===== src/rtl/minhash_bottomk_sorter_pkg.sv =====
// Shared constants, state encoding and pair type for the MinHash bottom-k sorter.
package minhash_bottomk_sorter_pkg;

  localparam int unsigned HASHER_SORTER_SIGNATURE       = 32;
  localparam int unsigned SORTER_INDICE_LEN             = 8;
  localparam int unsigned SORTER_EXTENDER_INDICES_COUNT = 4;

  localparam int unsigned MINHASH_SIG_W        = HASHER_SORTER_SIGNATURE;
  localparam int unsigned MINHASH_IDX_W        = SORTER_INDICE_LEN;
  localparam int unsigned MINHASH_SKETCH_DEPTH = SORTER_EXTENDER_INDICES_COUNT;

  typedef enum logic [0:0] {
    FILL  = 1'b0,
    DRAIN = 1'b1
  } sorter_state_e;

  typedef struct packed {
    logic [HASHER_SORTER_SIGNATURE-1:0] signature;
    logic [SORTER_INDICE_LEN-1:0]       index;
  } signature_index_pack;

endpackage


===== src/rtl/minhash_bottomk_sorter_cell.sv =====
// One sketch slot: holds a (signature, index) pair and flags how it compares to the incoming one.
module minhash_sketch_cell
  import minhash_bottomk_sorter_pkg::*;
#(
  parameter int unsigned SIG_W = MINHASH_SIG_W,
  parameter int unsigned IDX_W = MINHASH_IDX_W
) (
  input  logic             clk,
  input  logic             rst_n,
  input  logic             clear,
  input  logic             load,
  input  logic             sel_new,
  input  logic [SIG_W-1:0] in_signature,
  input  logic [IDX_W-1:0] in_index,
  input  logic             up_valid,
  input  logic [SIG_W-1:0] up_signature,
  input  logic [IDX_W-1:0] up_index,
  output logic             valid,
  output logic [SIG_W-1:0] signature,
  output logic [IDX_W-1:0] index,
  output logic             le,
  output logic             eq
);

  always_ff @(posedge clk) begin
    if (!rst_n || clear) begin
      valid     <= 1'b0;
      signature <= '0;
      index     <= '0;
    end else if (load) begin
      if (sel_new) begin
        valid     <= 1'b1;
        signature <= in_signature;
        index     <= in_index;
      end else begin
        valid     <= up_valid;
        signature <= up_signature;
        index     <= up_index;
      end
    end
  end

  always_comb begin
    le = valid && (signature <= in_signature);
    eq = valid && (signature == in_signature);
  end

endmodule


===== src/rtl/minhash_bottomk_sorter.sv =====
// Streaming bottom-k sorter: keeps the SKETCH_DEPTH smallest signatures, drains them ascending.
module minhash_bottomk_sorter
  import minhash_bottomk_sorter_pkg::*;
#(
  parameter int unsigned SIG_W        = MINHASH_SIG_W,
  parameter int unsigned IDX_W        = MINHASH_IDX_W,
  parameter int unsigned SKETCH_DEPTH = MINHASH_SKETCH_DEPTH,
  parameter bit          DEDUP        = 1'b1,
  localparam int unsigned CNT_W       = $clog2(SKETCH_DEPTH + 1)
) (
  input  logic             clk,
  input  logic             rst_n,
  input  logic             in_valid,
  output logic             in_ready,
  input  logic [SIG_W-1:0] in_signature,
  input  logic [IDX_W-1:0] in_index,
  input  logic             in_last,
  output logic             out_valid,
  input  logic             out_ready,
  output logic [SIG_W-1:0] out_signature,
  output logic [IDX_W-1:0] out_index,
  output logic             out_last,
  output logic [CNT_W-1:0] sketch_count
);

  sorter_state_e    state_q, state_d;
  logic [CNT_W-1:0] count_q, count_d;
  logic [CNT_W-1:0] rd_ptr_q, rd_ptr_d;

  logic [SKETCH_DEPTH-1:0] cell_valid, cell_le, cell_eq, cell_load, cell_sel_new;
  logic [SIG_W-1:0]        cell_sig [SKETCH_DEPTH];
  logic [IDX_W-1:0]        cell_idx [SKETCH_DEPTH];

  logic             accept, insert, drop, full, out_fire, clear;
  logic [CNT_W-1:0] pos;
  logic [SIG_W-1:0] head_sig;
  logic [IDX_W-1:0] head_idx;

  for (genvar i = 0; i < SKETCH_DEPTH; i++) begin : g_cell
    logic             up_valid;
    logic [SIG_W-1:0] up_sig;
    logic [IDX_W-1:0] up_idx;

    if (i == 0) begin : g_head
      assign up_valid = 1'b0;
      assign up_sig   = '0;
      assign up_idx   = '0;
    end else begin : g_body
      assign up_valid = cell_valid[i-1];
      assign up_sig   = cell_sig[i-1];
      assign up_idx   = cell_idx[i-1];
    end

    minhash_sketch_cell #(
      .SIG_W (SIG_W),
      .IDX_W (IDX_W)
    ) u_cell (
      .clk          (clk),
      .rst_n        (rst_n),
      .clear        (clear),
      .load         (cell_load[i]),
      .sel_new      (cell_sel_new[i]),
      .in_signature (in_signature),
      .in_index     (in_index),
      .up_valid     (up_valid),
      .up_signature (up_sig),
      .up_index     (up_idx),
      .valid        (cell_valid[i]),
      .signature    (cell_sig[i]),
      .index        (cell_idx[i]),
      .le           (cell_le[i]),
      .eq           (cell_eq[i])
    );
  end

  // Slots stay sorted, so the number of le flags is the stable insertion position.
  always_comb begin
    pos = '0;
    for (int i = 0; i < SKETCH_DEPTH; i++) begin
      pos = pos + CNT_W'(cell_le[i]);
    end
  end

  always_comb begin
    in_ready = rst_n && (state_q == FILL);
    accept   = in_valid && in_ready;
    full     = (count_q == CNT_W'(SKETCH_DEPTH));
    drop     = (DEDUP && (|cell_eq)) || (full && (pos == CNT_W'(SKETCH_DEPTH)));
    insert   = accept && !drop;
    for (int i = 0; i < SKETCH_DEPTH; i++) begin
      cell_load[i]    = insert && (CNT_W'(i) >= pos);
      cell_sel_new[i] = (CNT_W'(i) == pos);
    end
  end

  always_comb begin
    head_sig = '0;
    head_idx = '0;
    for (int i = 0; i < SKETCH_DEPTH; i++) begin
      if (rd_ptr_q == CNT_W'(i)) begin
        head_sig = cell_sig[i];
        head_idx = cell_idx[i];
      end
    end
  end

  always_comb begin
    out_valid     = (state_q == DRAIN);
    out_signature = out_valid ? head_sig : '0;
    out_index     = out_valid ? head_idx : '0;
    out_last      = out_valid && (rd_ptr_q == (count_q - CNT_W'(1)));
    out_fire      = out_valid && out_ready;
    clear         = out_fire && out_last;
    sketch_count  = count_q;
  end

  always_comb begin
    state_d  = state_q;
    count_d  = count_q;
    rd_ptr_d = rd_ptr_q;
    unique case (state_q)
      FILL: begin
        if (insert && !full) begin
          count_d = count_q + CNT_W'(1);
        end
        if (accept && in_last) begin
          state_d  = DRAIN;
          rd_ptr_d = '0;
        end
      end
      DRAIN: begin
        if (out_fire) begin
          if (out_last) begin
            state_d  = FILL;
            count_d  = '0;
            rd_ptr_d = '0;
          end else begin
            rd_ptr_d = rd_ptr_q + CNT_W'(1);
          end
        end
      end
      default: state_d = FILL;
    endcase
  end

  always_ff @(posedge clk) begin
    if (!rst_n) begin
      state_q  <= FILL;
      count_q  <= '0;
      rd_ptr_q <= '0;
    end else begin
      state_q  <= state_d;
      count_q  <= count_d;
      rd_ptr_q <= rd_ptr_d;
    end
  end

endmodule


===== config.mk =====
export PLATFORM = sky130hd
export DESIGN_NAME = minhash_bottomk_sorter
export DESIGN_NICKNAME = d
export VERILOG_FILES = /design/src/rtl/minhash_bottomk_sorter_pkg.sv /design/src/rtl/minhash_bottomk_sorter_cell.sv /design/src/rtl/minhash_bottomk_sorter.sv
export SDC_FILE = /design/constraint.sdc
export NUM_CORES = 1
export LEC_CHECK = 0
export CAP_MARGIN = 20
export CORE_UTILIZATION = 50
export DETAILED_ROUTE_END_ITERATION = 10
export HOLD_SLACK_MARGIN = 0.08
export PLACE_DENSITY = 0.68
export REMOVE_ABC_BUFFERS = 1
export SLEW_MARGIN = 10
export SYNTH_ARGS = -nofsm -noshare
export SYNTH_HDL_FRONTEND = slang
export SYNTH_SLANG_ARGS = --single-unit
export TNS_END_PERCENT = 10

===== constraint.sdc =====
create_clock -name clk -period 9.5 [get_ports clk]
set_clock_uncertainty 0.2 [all_clocks]
set_input_delay 1.9 -clock clk [delete_from_list [all_inputs] [get_ports clk]]
set_output_delay 1.9 -clock clk [all_outputs]
set_load 0.01 [all_outputs]

==> metrics.md <==
| Metric | Value |
|---|---|
| Post-CTS setup buffers | `0` |
| Main flop type after synthesis | `dfxtp_1` |
| CTS Hold Bufs | `0` |
| Vias/cell | `6.195` |
| Largest net degree at the start of global routing | `90` |
| Ys Warns | `0` |
| Final hold vios | `0` |
| Netlist cell types | `59` |
| Top Layer Used | `met4` |
| Crit path arrival time | `7.83 ns` |
| Hold Crit Class | `reg -> reg` |
| Number of nets in the layout | `1616` |
| Post-Synth Adder-Cell Area | `14.89%` |
| Share of cells above drive strength 1 | `7.495%` |
| Ports | `91` |
| Worst VDD drop | `0.0001295 V` |
| Metal1 wirelength | `15620 µm` |
| Setup-failing EPs final | `0` |
| Kind of critical path | `in -> reg` |
| Initial Utilization | `51.03%` |
| Dpl ws | `1.470 ns` |
| Chip Height | `156.8 µm` |
| Maxcap violations | `0` |
| Synth Register Bits | `171` |
| Die area | `24580 µm²` |
| GRT Overall Usage | `29.61%` |
| Post-synthesis xor/xnor area fraction | `0.2925%` |
| Global-route wire length before repair | `56850 µm` |
| Vias | `10904` |
| PwrDens | `155.6 nW/µm²` |
| Htree depth | `4` |
| LEAKAGE | `5.434 nW` |
| RR Startpoint | `g_cell[3].u_cell.signature[21]$_SDFFE_PP0P_` |
| Status | `completed` |
| Netlist Area Pre-Place | `11980 µm²` |
| Worst Setup End Kind | `register` |
| Setup ws final | `1.794 ns` |
| Slew Limit Headroom | `28.60%` |
| Gpl congestion | `0.9261` |
| Worst reg2reg endpoint | `g_cell[3].u_cell.signature[1]$_SDFFE_PP0P_` |
| DRT antenna net count | `0` |
| Largest family of logic cells by synthesized area | `compound AO/OA/AOI/OAI gates` |
| Vias in the first global route | `10508` |
| Sink Count | `171` |
| EDFF count, synth | `0` |
| DRC viols | `0` |
| Mux share of post-synthesis cell area | `4.094%` |
| Diodes inserted | `0` |
| Period utilization | `81.11%` |
| Total grt overflow | `0` |
| IO buf count | `90` |
| TritonRoute pass-1 iters | `5` |
| Worst Hold End | `g_cell[3].u_cell.index[4]$_SDFFE_PP0P_` |
| Worst EP required | `9.63 ns` |
| Critical Path Slowest Stage Cell | `buf_4` |
| Sequential fraction of the synthesis area | `28.58%` |
| Worst-path clk slew | `0.07 ns` |
| Min-delay src | `g_cell[3].u_cell.index[4]$_SDFFE_PP0P_` |
| Die width | `156.8 µm` |
| Initial antenna violation count | `0` |
| Core Rows | `56` |
| Ys async rst share | `0%` |
| Iteration-0 DRC Markers | `897` |
| Post-Synthesis Cells | `1408` |
| Area Overhead vs Synth | `12.24%` |
| Crit Path Max Fanout | `56` |
| Setup slack, reg-to-reg | `3.62 ns` |
| TritonCTS buffer count | `17` |
| Post-synthesis compound-gate area fraction | `29.12%` |
| CTS resizes | `0` |
| Hold depth | `1` |
| CP max stage delay | `0.65 ns` |
| Critical Path, Cell by Cell | `clkdlybuf4s50_1 > inv_1 > ha_1 > nand4_1 > nor4_2 > nand4_1 > o211ai_1 > a2bb2oi_1 > o21ai_0 > fa_1 > inv_1 > ha_2 > nand2b_1 > o311ai_1 > a31oi_1 > nand4_2 > or2_2 > buf_4 > nor2_1 > a31o_1` |
| CTS tree | `built` |
| Max frequency | `129.8 MHz` |
| Core Area | `23470 µm²` |
| Drt total wl | `35690 µm` |
| Met3 wire length | `2204 µm` |
| Final HPWL DP | `22970 µm` |
| WL/cell | `20.28 µm` |
| Fin crit period | `7.706 ns` |
| Simple-Gate Fraction of Synth Area | `16.40%` |
| Slew @ Worst Pin | `1.071 ns` |
| Deepest clock path buffer count | `2` |
| Mean post-synth cell area | `8.508 µm²` |
| Clock latency on the worst-skew pair | `0.44 ns` |
| Worst setup SP type | `primary input` |
| Routed wl met2 | `16960 µm` |
| RSZ-0062 raised after global routing | `false` |
| CTS Root Cell | `clkbuf_16` |
| Max Slew Vio Count | `0` |
| Cells on worst reg2reg path | `18` |
| Fin util | `57.28%` |
power by group:
part	leakage (nW)	internal, mW	switching (mW)
Combinational	3.78	0.232	0.331
Sequential	1.39	0.781	0.0761
Clock	0.259	0.351	0.321
area by class of cell:
class,count,area [µm²]
fillers,2197,10030
multi-input cells,1081,7833
flip-flops and latches,171,3425
repair buffers,108,1056
clock buffers,20,456.7
well taps,319,399.1
inverters,50,187.7
clock inverters,11,88.84
flip-flops by register name, summed over array words and instances, names as in the netlist:
| name | count |
|---|---|
| g_cell.u_cell.valid | 4 |
| sketch_count | 3 |
| g_cell.u_cell.index | 32 |
| rd_ptr_q | 3 |
| out_valid | 1 |
| g_cell.u_cell.signature | 128 |
how the worst max path moves through the flow:
stage | from | slack [ns] | to
after floorplan | in_signature[25] | -4.42 | g_cell[2].u_cell.valid$_SDFFE_PP0P_
after global routing | in_signature[23] | 1.39 | g_cell[3].u_cell.signature[17]$_SDFFE_PP0P_
after global placement | in_signature[25] | 1.43 | g_cell[3].u_cell.signature[21]$_SDFFE_PP0P_
after detailed placement | in_signature[21] | 1.47 | g_cell[3].u_cell.signature[1]$_SDFFE_PP0P_
final | in_signature[23] | 1.79 | g_cell[3].u_cell.signature[1]$_SDFFE_PP0P_
after CTS | in_signature[21] | 1.89 | g_cell[3].u_cell.signature[17]$_SDFFE_PP0P_
per-stage QoR:
| stage | std cells | hold slack (ns) | area [µm²] | power, mW | setup TNS, ns |
|---|---|---|---|---|---|
| floorplan | 1302 | 0.2491 | 11370 | 1.221 | -174.64 |
| global placement | 1728 | 0.2573 | 12870 | 1.414 | 0 |
| detailed placement | 1728 | 0.2653 | 12870 | 1.424 | 0 |
| CTS | 1759 | 0.2822 | 13420 | 2.086 | 0 |
| global route | 1760 | 0.3004 | 13450 | 2.188 | 0 |
| finish | 1760 | 0.2810 | 13450 | 2.092 | 0 |
Yosys cell counts (4+ instances only):
master | n | area share (%)
nor2_1 | 173 | 5.4
dfxtp_1 | 171 | 29
ha_1 | 141 | 15
a31o_1 | 117 | 8.6
a21oi_1 | 102 | 4.3
nand2_1 | 63 | 2.0
clkbuf_1 | 60 | 1.9
nor2b_1 | 53 | 2.8
inv_1 | 50 | 1.6
mux2i_1 | 49 | 4.1
nand3_1 | 49 | 2.0
a211oi_1 | 46 | 2.9
a22oi_1 | 42 | 2.6
a22o_1 | 40 | 2.9
a21oi_2 | 38 | 2.8
nand4_1 | 32 | 1.7
o21ai_0 | 25 | 1.0
a21o_1 | 23 | 1.4
buf_6 | 23 | 2.2
buf_2 | 19 | 0.79
nor3_1 | 10 | 0.42
o211ai_1 | 7 | 0.44
o21a_1 | 7 | 0.44
nand2b_1 | 6 | 0.31
nor4_2 | 4 | 0.42
metal layers:
layer | vias to the layer above | global-route usage [%]
met5 | - | 0
met1 | 5177 | 37.36
met4 | 0 | 9.617
li1 | 5272 | -
met3 | 73 | 4.791
met2 | 382 | 51.05
cells in the final DEF (no fill, tap or decap), types with 3 or more instances in the layout:
cell type        instances
nor2_1                 172
dfxtp_1                170
ha_1                   138
a31o_1                 117
a21oi_1                102
clkdlybuf4s50_1         90
nand2_1                 62
nor2b_1                 52
inv_1                   50
nand3_1                 49
mux2i_1                 49
a211oi_1                46
a22oi_1                 42
a22o_1                  40
a21oi_2                 38
nand4_1                 32
o21ai_0                 25
a21o_1                  23
clkbuf_16               17
buf_4                   17
nor3_1                  10
o211ai_1                 7
o21a_1                   7
nand2b_1                 6
clkinv_4                 4
nor4_2                   3
nor4_1                   3
nand3b_1                 3
or3_1                    3
a31oi_1                  3
inv_6                    3
clkinvlp_4               3
logic make-up (layout without fill, tap and decap cells):
kind of cell / count (synthesis) / count (layout)
compound gates: 473 / 473
simple gates: 413 / 413
flops: 171 / 171
buf+inv: 156 / 189
fa+ha+maj: 142 / 142
mux: 49 / 49
xor+xnor: 4 / 4
critical path: cells and delay by family:
| family | cells | cell delay [ns] |
|---|---|---|
| fa+ha+maj | 3 | 1.31 |
| compound gates | 6 | 1.14 |
| simple gates | 7 | 2.07 |
| buf+inv | 4 | 1.37 |
Power figures use the tool's default switching activity.
